`config.mk`:
```
export PLATFORM = sky130hd
export DESIGN_NAME = tdm_demux_n
export DESIGN_NICKNAME = d
export VERILOG_FILES = /design/src/rtl/tdm_pkg.sv /design/src/rtl/tdm_slot_counter.sv /design/src/rtl/tdm_demux_n.sv
export SDC_FILE = /design/constraint.sdc
export NUM_CORES = 1
export LEC_CHECK = 0
export CORE_MARGIN = 3
export CORE_UTILIZATION = 30
export CTS_CLUSTER_DIAMETER = 80
export DETAILED_ROUTE_END_ITERATION = 16
export GPL_ROUTABILITY_DRIVEN = 0
export HOLD_SLACK_MARGIN = 0.05
export PLACE_DENSITY = 0.51
export SLEW_MARGIN = 20
export SYNTH_ARGS = -nofsm -noshare
export SYNTH_HDL_FRONTEND = slang
export SYNTH_SLANG_ARGS = --single-unit
```
`constraint.sdc`:
```
create_clock -name clk -period 1.7 [get_ports clk]
set_clock_uncertainty 0.1 [all_clocks]
set_input_delay 0.34 -clock clk [delete_from_list [all_inputs] [get_ports clk]]
set_output_delay 0.34 -clock clk [all_outputs]
set_load 0.005 [all_outputs]
```
`src/rtl/tdm_pkg.sv`:
```
// Shared types, default sizing and the elaboration-time width check for the TDM demultiplexer.
package tdm_pkg;

  typedef enum logic [1:0] {
    IDLE    = 2'd0,
    COLLECT = 2'd1,
    PARITY  = 2'd2
  } tdm_state_e;

  localparam int unsigned TDM_N = 14;
  localparam int unsigned TDM_M = 4;

  // True when an m-bit counter can index every one of n slots (2^m >= n).
  function automatic bit slot_width_ok(input int unsigned n, input int unsigned m);
    return (n >= 1) && ($clog2(n) <= m);
  endfunction

endpackage

```
`src/rtl/tdm_slot_counter.sv`:
```
// Slot index counter: clear and enable may act in the same cycle, wraps to 0 after N-1.
module tdm_slot_counter #(
  parameter int unsigned N = 14,
  parameter int unsigned M = 4
) (
  input  logic         clk,
  input  logic         rst_n,
  input  logic         clr,
  input  logic         en,
  output logic [M-1:0] cnt,
  output logic         tc
);

  logic [M-1:0] cnt_q;
  logic [M-1:0] cnt_d;
  logic [M-1:0] base;

  // clr+en together means "this beat is slot 0", so the count lands on 1.
  always_comb begin
    base  = clr ? '0 : cnt_q;
    cnt_d = cnt_q;
    if (en) begin
      cnt_d = (base == M'(N - 1)) ? '0 : base + M'(1);
    end else if (clr) begin
      cnt_d = '0;
    end
  end

  always_ff @(posedge clk) begin
    if (!rst_n) cnt_q <= '0;
    else        cnt_q <= cnt_d;
  end

  assign cnt = cnt_q;
  assign tc  = (cnt_q == M'(N - 1));

endmodule

```
`src/rtl/tdm_demux_n.sv`:
```
// Receive side of a counter-scanned TDM link: rebuilds N-bit frames from a serial stream.
// Optional trailing even-parity bit per frame when TDM_DEMUX_PARITY_EN is defined.
module tdm_demux_n
  import tdm_pkg::*;
#(
  parameter int unsigned N = TDM_N,
  parameter int unsigned M = TDM_M
) (
  input  logic         clk,
  input  logic         rst_n,
  input  logic         in_bit,
  input  logic         in_valid,
  input  logic         frame_start,
  output logic [N-1:0] out_word,
  output logic         out_valid,
  output logic [M-1:0] slot,
`ifdef TDM_DEMUX_PARITY_EN
  output logic         err_parity,
`endif
  output logic         err_frame
);

  if (!slot_width_ok(N, M)) begin : g_width_chk
    $error("tdm_demux_n: M is too narrow to index N slots");
  end

  localparam bit SINGLE_SLOT = (N == 1);

  tdm_state_e   state_q, state_d;
  logic [N-1:0] shift_q, shift_d;
  logic [N-1:0] out_word_q, out_word_d;
  logic         out_valid_q, out_valid_d;
  logic         err_frame_q, err_frame_d;
`ifdef TDM_DEMUX_PARITY_EN
  logic         err_parity_q, err_parity_d;
`endif

  logic         start;
  logic         accept;
  logic         wr_last;
  logic [M-1:0] wr_idx;
  logic [N-1:0] asm_word;
  logic         cnt_clr;
  logic         cnt_en;
  logic         cnt_tc;

  tdm_slot_counter #(.N(N), .M(M)) u_slot_counter (
    .clk   (clk),
    .rst_n (rst_n),
    .clr   (cnt_clr),
    .en    (cnt_en),
    .cnt   (slot),
    .tc    (cnt_tc)
  );

  always_comb begin
    state_d     = state_q;
    shift_d     = shift_q;
    out_word_d  = out_word_q;
    out_valid_d = 1'b0;
    err_frame_d = 1'b0;
`ifdef TDM_DEMUX_PARITY_EN
    err_parity_d = 1'b0;
`endif
    cnt_clr = 1'b0;
    cnt_en  = 1'b0;

    start   = in_valid && frame_start;
    accept  = start || (in_valid && (state_q == COLLECT));
    wr_idx  = start ? '0 : slot;
    wr_last = start ? SINGLE_SLOT : cnt_tc;

    // A frame_start discards whatever was partially assembled.
    asm_word = start ? '0 : shift_q;
    for (int unsigned i = 0; i < N; i++) begin
      if (wr_idx == M'(i)) asm_word[i] = in_bit;
    end

    if (accept) begin
      cnt_en      = 1'b1;
      cnt_clr     = start;
      err_frame_d = start && (state_q != IDLE);
      shift_d     = asm_word;
      if (wr_last) begin
`ifdef TDM_DEMUX_PARITY_EN
        state_d = PARITY;
`else
        out_word_d  = asm_word;
        out_valid_d = 1'b1;
        state_d     = IDLE;
`endif
      end else begin
        state_d = COLLECT;
      end
    end
`ifdef TDM_DEMUX_PARITY_EN
    else if (in_valid && (state_q == PARITY)) begin
      // Even parity: the parity bit equals the XOR of the data bits.
      state_d = IDLE;
      if (in_bit == ^shift_q) begin
        out_word_d  = shift_q;
        out_valid_d = 1'b1;
      end else begin
        err_parity_d = 1'b1;
      end
    end
`endif
  end

  always_ff @(posedge clk) begin
    if (!rst_n) begin
      state_q     <= IDLE;
      shift_q     <= '0;
      out_word_q  <= '0;
      out_valid_q <= 1'b0;
      err_frame_q <= 1'b0;
`ifdef TDM_DEMUX_PARITY_EN
      err_parity_q <= 1'b0;
`endif
    end else begin
      state_q     <= state_d;
      shift_q     <= shift_d;
      out_word_q  <= out_word_d;
      out_valid_q <= out_valid_d;
      err_frame_q <= err_frame_d;
`ifdef TDM_DEMUX_PARITY_EN
      err_parity_q <= err_parity_d;
`endif
    end
  end

  assign out_word  = out_word_q;
  assign out_valid = out_valid_q;
  assign err_frame = err_frame_q;
`ifdef TDM_DEMUX_PARITY_EN
  assign err_parity = err_parity_q;
`endif

endmodule
```
# After elaboration in Yosys (flattened, before gate mapping)
# Index checks and enable logic that the tools add are counted.
# totals
input_bits	5
word_cells	55
register_bits	36
out_inout_bits	20
# op_classes
reduce_logical	8
muxes	24
addsub	1
n_eq_ne	16
# op_table
op	n
4-bit == test, second input constant	8
1-bit two-way mux	19
4-bit by 3-bit == test with 1-bit output, second input constant	4
4-bit two-way mux	4
14-bit two-way mux	1
4-bit by 2-bit == test with 1-bit output, second input constant	2
4-bit by 1-bit adder with 4-bit output, second input constant	1
4-bit by 1-bit == test with 1-bit output, second input constant	1
4-bit logical NOT	1
2-bit AND reduction	2
1-bit logical AND	3
2-bit by 1-bit == test with 1-bit output, second input constant	1
2-bit nonzero test	1
1-bit logical OR	1

# Logic depth before layout (Yosys ltp)
# logic_depth
depth_word	8
mapped_depth	6
ltp_nobuf	3

# Cells and area by module
# Synthesis repeated with hierarchy kept, for this count alone.
# unflattened
cells_unflattened	184
hier_area_um2	1885.6
# modules_own_cells
mod	n_inst	cells_each	seq_area_each_um2	area_each_um2
tdm_demux_n	1	163	620.6	1695.4
tdm_slot_counter	1	21	80.1	190.2

# Worst setup path before layout
# Ideal clock, no wire load.
# synth_path
path_kind	flip-flop to flip-flop
from	register u_slot_counter.cnt_q[3], in the netlist u_slot_counter.cnt[3]
to	register shift_q[0]
path_slack_ns	0.248
setup_time_ns	0.072
t_arrival_ns	1.281
required_time_ns	1.528
synth_period_minus_slack_ns	1.452
stages_incl_launch_ff	5
path_buffers	1
cell_sequence	dfxtp_1 > buf_6 > or4_1 > a21oi_2 > mux2i_1
# synth_between
elab_chain_len	3
# synth_rtl
element	line_no	rtl
start, declared	tdm_slot_counter.sv:14	logic [M-1:0] cnt_q;
start signal, assigned	tdm_slot_counter.sv:31	else cnt_q <= cnt_d;
4-bit two-way mux	tdm_demux_n.sv:70	wr_idx = start ? '0 : slot;
4-bit logical NOT	tdm_demux_n.sv:76	if (wr_idx == M'(i)) asm_word[i] = in_bit;
1-bit two-way mux	tdm_demux_n.sv:76	
end signal, assigned	tdm_demux_n.sv:122	shift_q <= shift_d;
end, declared	tdm_demux_n.sv:30	logic [N-1:0] shift_q, shift_d;
# Every way passes these cells.
# A chain may end at the register's enable or synchronous reset.

# Final worst setup path
# layout_path
from	register u_slot_counter.cnt_q[2], in the netlist u_slot_counter.cnt[2]
to	output slot[2]
# layout_rtl
element	line_no	rtl
end, declared	tdm_demux_n.sv:16	output logic [M-1:0] slot,
# No word-level cell between the ends.

==> metrics list <==
- In this run the horizontal extent of the chip is 79.0 um.
* Final count of negative-setup-slack endpoints: 0
* Unrepaired setup endpoints after global routing: false
- 0 antenna diodes ended up in the layout.
- Time the worst path needs with I/O delays and setup: 1620 ps
- The max-slew violation count came to 0.
- Most common cell after layout, fill and taps aside: dfxtp_1
- Core utilization of the finished layout: 43.8%
- Across the VDD grid, the largest voltage drop is 240 uV.
- Of all nets on the critical path, the largest fanout is 10.
- Via count of the first global-routing pass: 1475
* Hold Path Cell Cnt: 2
- The sequential cells in the finished layout cover a total of 696 um^2.
* Worst slew margin: 78.0%
* Number of input and output port buffers inserted: 24
- The min-delay analysis places its worst path in the category reg -> reg.
- Count of H-tree levels built during CTS: 2
- For this run, the detailed router's first-pass iteration total came to 5.
- Global-route met3 utilization: 3.40%
- Capture instance of the worst register-to-register path: shift_q[0]
* Power density over the cells: 702 nW/um^2
- Combined area of the multi-input logic cells: 769 um^2
- During synthesis, Yosys emitted a total of 0 warnings.
- The clock passes through at most 2 buffers.
* GRT Total Usage: 15.3%
* Mean number of vias per cell: 5.17
* Simple logic cell fraction of the synthesized area: 23.1%
- Count of maximum capacitance violations: 0
- For this run the aggregate overflow at the end of global routing stands at 0.
- Number of buffers added to fix hold violations after cts: 0
- Per-instance average area after synthesis: 8.49 um^2
- Net count of the mapped netlist: 193
* Fin worst setup slack: 78.2 ps
* Post-DP HPWL: 3.25 mm
- In this run the remaining antenna-violating nets after routing total 0.
* Wire per inst: 14.8 um
- Syn-to-layout area delta: 35.6%
* Share of the synthesized netlist area taken by xor and xnor gates: 0%
- Clock tree from TritonCTS: done
* Setup WS pre-CTS: -201 ps
* Post-detailed-placement cell area: 2050 um^2
- Launch point of the critical path: u_slot_counter.cnt[2]
* Endpoint required time on the critical path: 1260 ps
- Cells with a size suffix above 1 make up 19.7% of the layout.
- The clock reaches the later pin of the worst-skew pair after 290 ps.
* Clock Tree Root: clkbuf_8
* Number of synthesized register bits: 34
- In this run the vertical extent of the chip is 79.0 um.
* Number of enable-type register cells in the synthesized netlist: 0
- In this run the cell area of the synthesized design comes to 1600 um^2.
- The initial utilization of the core area, before any placement, comes to 32.3%.
* Fraction of synthesized area in multiplexers: 1.25%
- On the final layout, the worst hold slack is 359 ps.
- In this run the number of cells on the critical path is 1.
* Core footprint: 4940 um^2
- PnR Total Power: 1.52 mW
- In this run the critical register-to-register path is launched from u_slot_counter.cnt[3].
- The critical path is of the reg -> out type.
* Post-Synth Adder-Cell Area: 0%
- Largest family of logic cells by synthesized area: compound AO/OA/AOI/OAI gates
* Chain of cells forming the critical path: clkdlybuf4s50_1
- Total via count after detailed routing: 1526
- Entering global routing, the biggest net connects 17 pins.
- Met2 usage: 25.0%
- Slowest cell on the critical path: clkdlybuf4s50_1
- Summed area of non-filler cells in the final layout: 2160 um^2
- Grt met1 use: 20.0%
- The floorplan step defined a die boundary enclosing 6230 um^2.
- Number of clock buffers inserted by TritonCTS: 5
* Setup crit end kind: output port
- Clock transition at path regs: 70 ps
- Count of different cell masters after synthesis: 38
- Leading cell types in the layout, fill and taps excluded: dfxtp_1, buf_4, clkdlybuf4s50_1
* Leakage Power: 0.744 nW
- The number of buffers and inverters on the critical path is 1.
* Primary flip-flop cell chosen by synthesis mapping: dfxtp_1
* Row cnt: 25
* Portion of the post-synthesis area used by sequential elements: 42.6%
* Layout filler cell count: 525
- Number of nets in the final layout: 233
* Critical path capture point: slot[2]
- Highest-utilization routing layer at the global route stage: met2
- Number of standard cells after synthesis: 188
* Worst path top cell family by delay: buffers and inverters
* Final Hold Vio Count: 0
- Count of cells along the worst register-to-register path: 4
- Period utilization: 95.4%
- Worst-Margin Slew: 325 ps
- The initial antenna violation count is 0.
* Compound-cell area share of the yosys netlist: 23.5%
* Final routed wirelength across all metal layers: 4.36 mm
- Crit path DAT: 1180 ps
* Starting DRT DRC Count: 58
- Sink count of the clock tree: 34
- Upper clock frequency limit: 617 MHz
- After synthesis, the share of flip-flops with an asynchronous set or reset is 0%.
- Status: finished clean
- The first global-routing pass estimated 7.53 mm of wire.
* CP Launch Type: flop
- In the routed design, unresolved DRC markers number 0.
- The worst register-to-register path has a setup slack of 110 ps.
- 25 I/O pins were placed.
- In this design, the stage delay of the slowest critical-path cell is 510 ps.
-- sequential cells by signal (all words and copies together) (netlist names) --
name,flops
out_word,14
shift_q,13
u_slot_counter.cnt,4
err_frame,1
out_valid,1
state_q,1
-- kinds of logic after synthesis --
kind of cell,count (synthesis)
compound gates,61
mux,2
buf+inv,33
simple gates,58
flops,34
-- routing by layer --
| layer | share of wire [%] | wire [um] | vias to the layer above |
|---|---|---|---|
| met4 | 1.4 | 63 | 0 |
| li1 | - | - | 769 |
| met2 | 49 | 2130 | 37 |
| met5 | 0 | 0 | - |
| met1 | 45 | 1970 | 715 |
| met3 | 4.5 | 195 | 5 |
-- per-stage QoR --
stage,TNS [ps],instances
final,0,295
after global routing,0,295
after CTS,0,294
after detailed placement,-4340,286
after global placement,-4100,286
after floorplan,0,188
-- what timing repair did --
item,in CTS,in global routing
buffers inserted,1,1
resized for setup,8,3
gates cloned,0,0
endpoints found under the setup margin,7,4
-- synthesized netlist by cell type (2+ instances only) --
master / instances / area (um^2)
inv_1: 11 / 41.3
clkbuf_1: 5 / 18.8
nand4b_1: 3 / 26.3
nand3b_1: 3 / 22.5
buf_2: 11 / 55.1
a21oi_1: 19 / 95.1
a22oi_1: 9 / 67.6
nand2_1: 10 / 37.5
o21ai_0: 14 / 70.1
nand4_1: 2 / 12.5
nand2b_1: 2 / 12.5
o22ai_1: 9 / 56.3
a211oi_1: 2 / 15.0
and4b_1: 3 / 30.0
nor2b_1: 2 / 12.5
or4b_1: 3 / 30.0
nor2_1: 4 / 15.0
mux2i_1: 2 / 20.0
nand4bb_1: 4 / 45.0
o311ai_0: 2 / 17.5
nand3_1: 17 / 85.1
dfxtp_1: 34 / 681
clkbuf_2: 2 / 10.0
-- worst min path at each step --
stage                     start          end  slack [ps]
floorplan           shift_q[10]  shift_q[10]         330
global placement     shift_q[1]   shift_q[1]         350
detailed placement  shift_q[10]  shift_q[10]         350
CTS                 shift_q[10]  shift_q[10]         360
global route         shift_q[4]   shift_q[4]         380
finish               shift_q[4]   shift_q[4]         360
-- final cells by class --
cell class,count,share of cell area (%)
clock buffer,5,3.18
clock inverter,2,0.462
inverter,12,2.08
multi-input combinational,121,35.5
sequential,34,32.1
tap,67,3.87
timing repair buffer,54,22.7
-- where the power goes --
group	total, mW	internal [mW]	switching [mW]
clock network	0.569	0.275	0.294
registers	0.810	0.797	0.0126
logic	0.140	0.0716	0.0686
total	1.52	1.14	0.376
Power figures use the tool's default switching activity.
